[config.mk]
export PLATFORM = sky130hd
export DESIGN_NAME = cv32e40p_ex_alu_replica_sched_flat
export DESIGN_NICKNAME = d
export VERILOG_FILES = /design/src/rtl/cv32e40p_ex_alu_replica_sched_pkg.sv /design/src/rtl/cv32e40p_ex_alu_replica_sched_if.sv /design/src/rtl/cv32e40p_ex_alu_replica_sched_fault_counter.sv /design/src/rtl/cv32e40p_ex_alu_replica_sched.sv /design/src/flat_wrapper.sv
export SDC_FILE = /design/constraint.sdc
export NUM_CORES = 1
export LEC_CHECK = 0
export ABC_AREA = 1
export BUFFER_PORTS_ARGS = -buffer_cell sky130_fd_sc_hd__buf_2
export CAP_MARGIN = 25
export CORE_ASPECT_RATIO = 0.75
export CORE_MARGIN = 5
export CORE_UTILIZATION = 34
export DETAILED_ROUTE_END_ITERATION = 6
export GPL_TIMING_DRIVEN = 1
export PLACE_DENSITY = 0.61
export SLEW_MARGIN = 20
export SYNTH_ARGS = -nofsm -noshare
export SYNTH_HDL_FRONTEND = slang
export SYNTH_SLANG_ARGS = --single-unit
export TNS_END_PERCENT = 100
[constraint.sdc]
create_clock -name clk -period 2.56 [get_ports clk]
set_input_delay 0.128 -clock clk [delete_from_list [all_inputs] [get_ports clk]]
set_output_delay 0.128 -clock clk [all_outputs]
set_load 0.01 [all_outputs]
[src/rtl/cv32e40p_ex_alu_replica_sched_pkg.sv]
// Shared types and helpers for the replicated EX-stage ALU scheduler.
package cv32e40p_ex_alu_replica_sched_pkg;

  typedef enum logic [1:0] {
    FT_TMR     = 2'd0,
    FT_DMR     = 2'd1,
    FT_SIMPLEX = 2'd2,
    FT_FAIL    = 2'd3
  } ft_mode_e;

  localparam int FT_N_ALU      = 4;
  localparam int FT_SEL_BYPASS = 2;

  // Up to three lowest-index healthy replicas form the active set.
  function automatic logic [FT_N_ALU-1:0] ft_pick_active(input logic [FT_N_ALU-1:0] healthy);
    logic [FT_N_ALU-1:0] mask;
    int unsigned         n;
    mask = '0;
    n    = 0;
    for (int i = 0; i < FT_N_ALU; i++) begin
      if (healthy[i] && (n < 3)) begin
        mask[i] = 1'b1;
        n++;
      end
    end
    return mask;
  endfunction

  // Redundancy level that the number of healthy replicas can support.
  function automatic ft_mode_e ft_mode_of(input logic [FT_N_ALU-1:0] healthy);
    int unsigned n;
    n = 0;
    for (int i = 0; i < FT_N_ALU; i++) begin
      if (healthy[i]) n++;
    end
    if (n >= 3)      return FT_TMR;
    else if (n == 2) return FT_DMR;
    else if (n == 1) return FT_SIMPLEX;
    else             return FT_FAIL;
  endfunction

  // Lowest index whose bit equals 'want'; 0 when no bit matches.
  function automatic logic [1:0] ft_first_idx(input logic [FT_N_ALU-1:0] v, input logic want);
    logic [1:0] idx;
    idx = 2'd0;
    for (int i = FT_N_ALU - 1; i >= 0; i--) begin
      if (v[i] == want) idx = 2'(i);
    end
    return idx;
  endfunction

endpackage

[src/rtl/cv32e40p_ex_alu_replica_sched_if.sv]
// Issue/vote/control bundle between the pipeline and the replica scheduler.
interface cv32e40p_ex_alu_replica_sched_if;
  import cv32e40p_ex_alu_replica_sched_pkg::*;

  logic       id_valid_i;
  logic       alu_en_id_i;
  logic       vote_valid_i;
  logic [3:0] vote_mismatch_i;
  logic       vote_nomaj_i;
  logic [3:0] clock_enable_alu_o;
  logic [2:0] sel_mux_ex_o;
  ft_mode_e   mode_o;
  logic [3:0] faulty_o;
  logic       retry_o;
  logic       fatal_o;

  modport slave (
    input  id_valid_i, alu_en_id_i, vote_valid_i, vote_mismatch_i, vote_nomaj_i,
    output clock_enable_alu_o, sel_mux_ex_o, mode_o, faulty_o, retry_o, fatal_o
  );

  modport master (
    output id_valid_i, alu_en_id_i, vote_valid_i, vote_mismatch_i, vote_nomaj_i,
    input  clock_enable_alu_o, sel_mux_ex_o, mode_o, faulty_o, retry_o, fatal_o
  );
endinterface

[src/rtl/cv32e40p_ex_alu_replica_sched_fault_counter.sv]
// Per-replica leaky fault counter with sticky retirement flag.
module cv32e40p_ex_alu_replica_sched_fault_counter #(
  parameter int unsigned CNT_W        = 4,
  parameter int unsigned FAULT_THRESH = 8
) (
  input  logic clk,
  input  logic rst,
  input  logic inc_i,
  input  logic decay_i,
  output logic faulty_o
);

  localparam logic [CNT_W-1:0] THRESH = CNT_W'(FAULT_THRESH);

  logic [CNT_W-1:0] cnt_q, cnt_d;
  logic             faulty_q, faulty_d;
  logic [CNT_W:0]   step;
  logic [CNT_W:0]   sum;

  // Next count: +2 per fault, -1 on decay, net +1 when both; frozen once retired.
  always_comb begin
    cnt_d = cnt_q;
    step  = (inc_i && decay_i) ? (CNT_W+1)'(1) : (CNT_W+1)'(2);
    sum   = {1'b0, cnt_q} + step;
    if (!faulty_q) begin
      if (inc_i) begin
        cnt_d = sum[CNT_W] ? '1 : sum[CNT_W-1:0];
      end else if (decay_i && (cnt_q != '0)) begin
        cnt_d = cnt_q - CNT_W'(1);
      end
    end
    faulty_d = faulty_q | (cnt_d >= THRESH);
  end

  // Counter and sticky flag registers.
  always_ff @(posedge clk) begin
    if (rst) begin
      cnt_q    <= '0;
      faulty_q <= 1'b0;
    end else begin
      cnt_q    <= cnt_d;
      faulty_q <= faulty_d;
    end
  end

  assign faulty_o = faulty_q;

endmodule

[src/rtl/cv32e40p_ex_alu_replica_sched.sv]
// Replica scheduler: mode tracking, active-set selection and issue-aligned ALU controls.
module cv32e40p_ex_alu_replica_sched
  import cv32e40p_ex_alu_replica_sched_pkg::*;
#(
  parameter int unsigned CNT_W        = 4,
  parameter int unsigned FAULT_THRESH = 8,
  parameter int unsigned DECAY_W      = 8
) (
  input logic clk,
  input logic rst,
  cv32e40p_ex_alu_replica_sched_if.slave bus
);

  logic [FT_N_ALU-1:0] faulty;
  logic [FT_N_ALU-1:0] healthy;
  logic [FT_N_ALU-1:0] active;
  logic [FT_N_ALU-1:0] inc;
  ft_mode_e            mode_q, mode_d;
  logic [DECAY_W-1:0]  decay_q;
  logic                decay_wrap;
  logic                retry_q, retry_d;
  logic                fatal_q;
  logic [FT_N_ALU-1:0] en_q;
  logic [2:0]          sel_q, sel_d;

  // Active set, fault accounting and retry decision for the current vote.
  always_comb begin
    healthy    = ~faulty;
    active     = ft_pick_active(healthy);
    mode_d     = ft_mode_of(healthy);
    decay_wrap = bus.vote_valid_i && (&decay_q);
    inc        = '0;
    if (bus.vote_valid_i && (mode_q == FT_TMR) && !bus.vote_nomaj_i) begin
      inc = active & bus.vote_mismatch_i;
    end
    retry_d = bus.vote_valid_i &&
              (((mode_q == FT_TMR) && bus.vote_nomaj_i) ||
               ((mode_q == FT_DMR) && (|(bus.vote_mismatch_i & active))));
    // TMR selects the one idle replica as spare; reduced modes select the primary.
    if (mode_q == FT_TMR) begin
      sel_d = {1'b0, ft_first_idx(active, 1'b0)};
    end else begin
      sel_d = {1'b1, ft_first_idx(active, 1'b1)};
    end
  end

  for (genvar g = 0; g < FT_N_ALU; g++) begin : g_cnt
    cv32e40p_ex_alu_replica_sched_fault_counter #(
      .CNT_W       (CNT_W),
      .FAULT_THRESH(FAULT_THRESH)
    ) u_cnt (
      .clk     (clk),
      .rst     (rst),
      .inc_i   (inc[g]),
      .decay_i (decay_wrap),
      .faulty_o(faulty[g])
    );
  end

  // Mode, decay window, status flags and controls latched only on issue.
  always_ff @(posedge clk) begin
    if (rst) begin
      mode_q  <= FT_TMR;
      decay_q <= '0;
      retry_q <= 1'b0;
      fatal_q <= 1'b0;
      en_q    <= 4'b0111;
      sel_q   <= 3'b011;
    end else begin
      if (mode_d > mode_q) mode_q <= mode_d;
      if (bus.vote_valid_i) decay_q <= decay_q + DECAY_W'(1);
      retry_q <= retry_d;
      fatal_q <= fatal_q | (mode_d == FT_FAIL);
      if (bus.id_valid_i) begin
        en_q  <= bus.alu_en_id_i ? active : '0;
        sel_q <= sel_d;
      end
    end
  end

  assign bus.clock_enable_alu_o = en_q;
  assign bus.sel_mux_ex_o       = sel_q;
  assign bus.mode_o             = mode_q;
  assign bus.faulty_o           = faulty;
  assign bus.retry_o            = retry_q;
  assign bus.fatal_o            = fatal_q;

endmodule

[src/flat_wrapper.sv]
// flat-port wrapper written by rule: the top's interface ports become plain ports
module cv32e40p_ex_alu_replica_sched_flat import cv32e40p_ex_alu_replica_sched_pkg::*;
#(
  parameter int unsigned CNT_W        = 4,
  parameter int unsigned FAULT_THRESH = 8,
  parameter int unsigned DECAY_W      = 8
)
  (clk, rst, bus_id_valid_i, bus_alu_en_id_i, bus_vote_valid_i, bus_vote_mismatch_i, bus_vote_nomaj_i, bus_clock_enable_alu_o, bus_sel_mux_ex_o, bus_mode_o, bus_faulty_o, bus_retry_o, bus_fatal_o);
  cv32e40p_ex_alu_replica_sched_if bus_i ();
  input logic clk;
  input logic rst;
  input wire logic [$bits(bus_i.id_valid_i)-1:0] bus_id_valid_i;
  input wire logic [$bits(bus_i.alu_en_id_i)-1:0] bus_alu_en_id_i;
  input wire logic [$bits(bus_i.vote_valid_i)-1:0] bus_vote_valid_i;
  input wire logic [$bits(bus_i.vote_mismatch_i)-1:0] bus_vote_mismatch_i;
  input wire logic [$bits(bus_i.vote_nomaj_i)-1:0] bus_vote_nomaj_i;
  output wire logic [$bits(bus_i.clock_enable_alu_o)-1:0] bus_clock_enable_alu_o;
  output wire logic [$bits(bus_i.sel_mux_ex_o)-1:0] bus_sel_mux_ex_o;
  output wire logic [$bits(bus_i.mode_o)-1:0] bus_mode_o;
  output wire logic [$bits(bus_i.faulty_o)-1:0] bus_faulty_o;
  output wire logic [$bits(bus_i.retry_o)-1:0] bus_retry_o;
  output wire logic [$bits(bus_i.fatal_o)-1:0] bus_fatal_o;
  assign bus_i.id_valid_i = bus_id_valid_i;
  assign bus_i.alu_en_id_i = bus_alu_en_id_i;
  assign bus_i.vote_valid_i = bus_vote_valid_i;
  assign bus_i.vote_mismatch_i = bus_vote_mismatch_i;
  assign bus_i.vote_nomaj_i = bus_vote_nomaj_i;
  assign bus_clock_enable_alu_o = bus_i.clock_enable_alu_o;
  assign bus_sel_mux_ex_o = bus_i.sel_mux_ex_o;
  assign bus_mode_o = bus_i.mode_o;
  assign bus_faulty_o = bus_i.faulty_o;
  assign bus_retry_o = bus_i.retry_o;
  assign bus_fatal_o = bus_i.fatal_o;
  cv32e40p_ex_alu_replica_sched #(.CNT_W(CNT_W), .FAULT_THRESH(FAULT_THRESH), .DECAY_W(DECAY_W)) u_core (.clk(clk), .rst(rst), .bus(bus_i));
endmodule
==> results of run 1 <==
==> layer usage <==
layer / track usage, % / share of wire [%] / wire, um / vias up
met1: 20.6 / 54 / 3780 / 1240
met4: 1.90 / 0.27 / 19 / 0
met2: 19.2 / 39 / 2750 / 50
met3: 3.82 / 5.9 / 413 / 2
li1: - / - / - / 1466
met5: 0 / 0 / 0 / -
==> what timing repair did <==
action,CTS,global route
buffers inserted,0,2
setup endpoints to repair,0,9
resized for setup,0,19
==> power breakdown <==
part	internal, uW	switching, uW
Sequential	684	77.2
Clock	460	256
Combinational	344	538
==> sequential cells by signal, indices dropped and copies added, names as in the netlist <==
register                       flops
u_core.decay_q                     8
u_core.bus.fatal_o                 1
u_core.g_cnt.u_cnt.faulty_o        4
u_core.bus.mode_o                  2
u_core.bus.clock_enable_alu_o      4
u_core.bus.retry_o                 1
u_core.g_cnt.u_cnt.cnt_q          16
u_core.bus.sel_mux_ex_o            3
==> metrics by stage <==
step / cell area (um^2) / utilization (%) / hold slack (ns)
final: 3390 / 40.6 / 0.120
after global routing: 3390 / 40.6 / 0.118
after CTS: 3320 / 39.8 / 0.110
after detailed placement: 3160 / 37.8 / 0.411
after global placement: 3160 / 37.8 / 0.406
after floorplan: 2880 / - / 0.231
==> cell usage after synthesis, types with 2 or more instances <==
cell / n / area, um^2
a21o_1: 4 / 30.0
a21oi_1: 35 / 175
a31oi_1: 5 / 31.3
buf_4: 6 / 45.0
buf_6: 2 / 22.5
clkbuf_1: 2 / 7.51
dfxtp_1: 39 / 781
fa_1: 4 / 80.1
ha_1: 18 / 225
inv_1: 50 / 188
inv_2: 11 / 41.3
nand2_1: 83 / 312
nand2_2: 7 / 43.8
nand3_1: 39 / 195
nand3_2: 6 / 60.1
nand4_1: 8 / 50.1
nor2_1: 31 / 116
nor2_2: 11 / 68.8
nor2_4: 4 / 45.0
nor2_8: 2 / 40.0
o2111ai_1: 2 / 17.5
o21ai_0: 34 / 170
o21ai_1: 4 / 20.0
or2_2: 2 / 12.5
xor2_1: 2 / 17.5
==> worst max-delay path: stages, from the launching register on <==
cell,delay [ns]
dfxtp_2,0.34
inv_2,0.04
ha_1,0.32
inv_1,0.06
nand2_1,0.08
nand3_2,0.09
nor2_2,0.14
nand2_2,0.08
nor2_4,0.11
ha_2,0.20
fa_1,0.40
or2_2,0.29
a21oi_1,0.14
a21oi_1,0.07
==> final timing paths <==
path / start / endpoint / slack [ns] / depth (start not counted)
min: bus_vote_mismatch_i[3] / u_core.bus.retry_o / 0.12 / 3
max: u_core.g_cnt[1].u_cnt.faulty_o / u_core.g_cnt[3].u_cnt.cnt_q[1] / 0.10 / 13
min reg2reg: u_core.decay_q[0] / u_core.decay_q[0] / 0.44 / 1
max reg2reg: u_core.g_cnt[1].u_cnt.faulty_o / u_core.g_cnt[3].u_cnt.cnt_q[1] / 0.10 / 13
==> cells in the final DEF (no fill, tap or decap), drive strengths merged <==
master,count
nand2,91
inv,62
nor2,48
nand3,45
buf,40
dfxtp,39
o21ai,39
a21oi,35
ha,18
nand4,8
a31oi,5
clkbuf,5
a21o,4
fa,4
or2,3
xor2,2
o2111ai,2
clkinv,2
nand3b,1
nor3,1
o31ai,1
o21a,1
and3,1
xnor2,1
bufinv,1
==> logic make-up (layout without fill, tap and decap cells) <==
| kind of cell | Yosys count | in the layout | share of synthesized area (%) |
|---|---|---|---|
| xor+xnor | 3 | 3 | 0.914 |
| buf+inv | 73 | 110 | 11.0 |
| flops | 39 | 39 | 27.2 |
| compound gates | 87 | 87 | 16.3 |
| simple gates | 198 | 198 | 34.1 |
| fa+ha+maj | 22 | 22 | 10.6 |
==> final cells by class <==
cell class	instances	area [um^2]
clock buffers	5	125
clock inverters	3	43.8
fillers	863	4950
inverters	62	235
multi-input cells	310	1830
flip-flops and latches	39	783
well taps	108	135
repair buffers	40	244
==> results.txt, run 1 <==
WL final = 6960 um
Clk slew on worst S/H paths = 0.06 ns
Rows = 29
Area growth syn-to-layout = 18.0%
Post-synth EDFFs = 0
Vias = 2,758
Max-cap violations = 0
Fmax = 407 MHz
Warnings, synthesis = 0
Detailed Place HPWL = 5450 um
Layout cells sized above 1 = 22.7%
Routability Congestion = 0.873
CTS Buffer Depth = 2
Hold Buf Count CTS = 0
Core ar. = 8350 um^2
RSZ-0062 raised after global routing = yes
Synth unique cells = 36
Setup ws final = 0.103 ns
Clk sink count = 39
Setup_tns = 0 ns
First drt pass iteration count = 4
Number of buffers created by CTS = 5
Max-slew violations = 0
Top Ports = 25
Status = completed
Iteration-0 DRC Markers = 254
Sequential area share after synthesis = 27.2%
CTS tree = done
Worst Setup Path Type = flop to flop
First-pass GRT wire length = 11,100 um
Final Cycle Share = 96.0%
Gr usage total = 13.5%
Port-buffer cells = 24
CP Capture Type = flop
Rel. slew slack = 80.0%
Leakage power = 0.00160 uW
VDD IR max = 0.414 mV
Setup Viol. Count Final = 0
Antenna-violating nets left = 0
Tightest Pin Transition = 0.299 ns
Final net count = 490
Diode count = 0
Placement Setup Slack = 0.0384 ns
Synthesized flop and latch total = 39
Die Ht = 89.6 um
Vias in the first global route = 2,306
Final cell count without fillers = 567
Clk_skew = 0.00620 ns
Post-layout minimum cycle time = 2.46 ns
Crit Path Max Fanout = 3
Placed Instances = 557
Starting Density = 34.5%
Residual DRC count = 0
Data arrival time of the worst path = 2.63 ns
Hold Vio Cnt, Final = 0
Pwr Density = 695 nW/um^2
Syn Area/Cell = 6.81 um^2
H-tree Lvls = 2
Startpoint types = flop
Syn Nets = 454
WP data required = 2.74 ns
Hold crit path type = input port to flop
Total global routing overflow = 0
Die area = 10,400 um^2
Clk_lat worst skew = 0.28 ns
Largest net degree at the start of global routing = 19
Async SR Flop Fraction = 0%
CTS root buffer = clkbuf_16
Gate Count Post-Synth = 422
Power after layout = 2360 uW
Post-Syn Area = 2880 um^2
Initial antenna violation count = 0
Die width = 116 um
Ys flop type = dfxtp_1
Via/cell ratio = 4.86
DR WL/cell = 12.3 um
(Power assumes the default switching activity.)
==> inputs of run 2 (changes only) <==
MAX_ROUTING_LAYER = met4   (was default)
==> results.txt, run 2 (synthesis gave the netlist of run 1 again) <==
Status = completed
First drt pass iteration count = 4
Rel. slew slack = 80.7%
Initial antenna violation count = 0
Max FFs per register = 16
Iteration-0 DRC Markers = 258
Tightest Pin Transition = 0.289 ns
Placed Instances = 557
Diode count = 0
Die Ht = 89.6 um
Setup_tns = 0 ns
Residual DRC count = 0
Clk sink count = 39
Post-route cell area = 3390 um^2
Pwr Density = 696 nW/um^2
Final net count = 490
Startpoint types = flop
Leakage power = 0.00160 uW
H-tree Lvls = 2
Fmax = 407 MHz
Worst Setup Path Type = flop to flop
Clk_lat worst skew = 0.28 ns
Vias = 2,754
Top Ports = 25
Hold Buf Count CTS = 0
Hold WS = 0.120 ns
Global-route layer with the greatest usage = met1
Grt met3 use = 3.55%
WP data required = 2.74 ns
Met2 Resource Use GR = 19.3%
Detailed Place HPWL = 5450 um
Number of buffers created by CTS = 5
Total global routing overflow = 0
Area growth syn-to-layout = 18.0%
Most frequent cells in the layout = 82 x nand2_1, 48 x inv_1, 38 x nand3_1
Hold Vio Cnt, Final = 0
Family with the most delay on the worst path = adder cells
Die width = 116 um
Final Cycle Share = 96.0%
Clk_skew = 0.00672 ns
Commonest non-fill, non-tap cell in the layout = nand2_1
DR WL/cell = 12.3 um
WL final = 6960 um
Crit Path Max Fanout = 3
Cell breakdown of the critical path = inv_2 > ha_1 > inv_1 > nand2_1 > nand3_2 > nor2_2 > nand2_2 > nor2_4 > ha_2 > fa_1 > or2_2 > a21oi_1 > a21oi_1
Post-layout minimum cycle time = 2.46 ns
GR Util met1 = 20.6%
Starting Density = 34.5%
Core ar. = 8350 um^2
RSZ-0062 raised after global routing = yes
Slowest CP cell = fa_1
First-pass GRT wire length = 11,100 um
CTS Buffer Depth = 2
CP max stage delay = 0.40 ns
Die area = 10,400 um^2
Most frequent CP cell = a21oi_1
Setup Viol. Count Final = 0
Largest registers = u_core.g_cnt.u_cnt.cnt_q x16, u_core.decay_q x8
Hold crit path type = input port to flop
Power after layout = 2360 uW
Area of the multi-input gates = 1830 um^2
VDD IR max = 0.414 mV
Fill count = 863
Max-cap violations = 0
Data arrival time of the worst path = 2.63 ns
Largest net degree at the start of global routing = 19
Via/cell ratio = 4.86
Layout cells sized above 1 = 22.7%
Clk slew on worst S/H paths = 0.06 ns
Vias in the first global route = 2,305
Routability Congestion = 0.887
CP Capture Type = flop
Largest reg by FF count = u_core.g_cnt.u_cnt.cnt_q
Rows = 29
Max-slew violations = 0
CTS tree = done
Final cell count without fillers = 567
Gr usage total = 13.9%
CTS root buffer = clkbuf_16
Placed Area = 3160 um^2
Buf/Inv on CP = 2
Port-buffer cells = 24
Seq. cell area = 783 um^2
Antenna-violating nets left = 0
==> run 2: cell counts in the layout (fill, tap and decap cells not counted) <==
Identical to the previous run, type by type.
==> run 2: worst paths after layout <==
check                                 startpoint                              to  slack [ns]  cells past startpoint
setup / recovery  u_core.g_cnt[1].u_cnt.faulty_o  u_core.g_cnt[3].u_cnt.cnt_q[1]        0.10                     13
hold / removal            bus_vote_mismatch_i[3]              u_core.bus.retry_o        0.12                      3
setup reg to reg  u_core.g_cnt[1].u_cnt.faulty_o  u_core.g_cnt[3].u_cnt.cnt_q[1]        0.10                     13
hold reg to reg                u_core.decay_q[0]               u_core.decay_q[0]        0.44                      1
==> run 2: worst register-to-register path, stage by stage (launching register included) <==
cell,delay [ns]
dfxtp_2,0.34
inv_2,0.04
ha_1,0.32
inv_1,0.06
nand2_1,0.08
nand3_2,0.09
nor2_2,0.14
nand2_2,0.08
nor2_4,0.11
ha_2,0.20
fa_1,0.40
or2_2,0.29
a21oi_1,0.14
a21oi_1,0.07
==> run 2: area by class of cell <==
| type | count | share of cell area, % |
|---|---|---|
| inverter | 62 | 6.93 |
| sequential | 39 | 23.1 |
| clock buffer | 5 | 3.69 |
| timing repair buffer | 40 | 7.19 |
| tap | 108 | 3.98 |
| multi-input combinational | 310 | 53.8 |
| clock inverter | 3 | 1.29 |
==> run 2: where the power goes <==
part | switching, uW | total, uW | internal [uW]
sequential | 77.2 | 761 | 684
combinational | 538 | 882 | 344
clock | 256 | 716 | 460
==> run 2: routing by layer <==
metal  routed length [um]  part of all wire [%]
met5                    0                     0
met4                   14                  0.20
met3                  389                   5.6
met2                 2760                    40
met1                 3800                    55
==> run 2: what timing repair did <==
action | CTS | global route
endpoints found under the setup margin | 0 | 9
buffers inserted | 0 | 2
resized for setup | 0 | 19
==> run 2: metrics by stage <==
stage / setup slack, ns / utilization, %
finish: 0.103 / 40.6
global route: -0.0376 / 40.6
CTS: 0.0243 / 39.8
detailed placement: 0.0384 / 37.8
global placement: 0.144 / 37.8
floorplan: 0.00201 / -
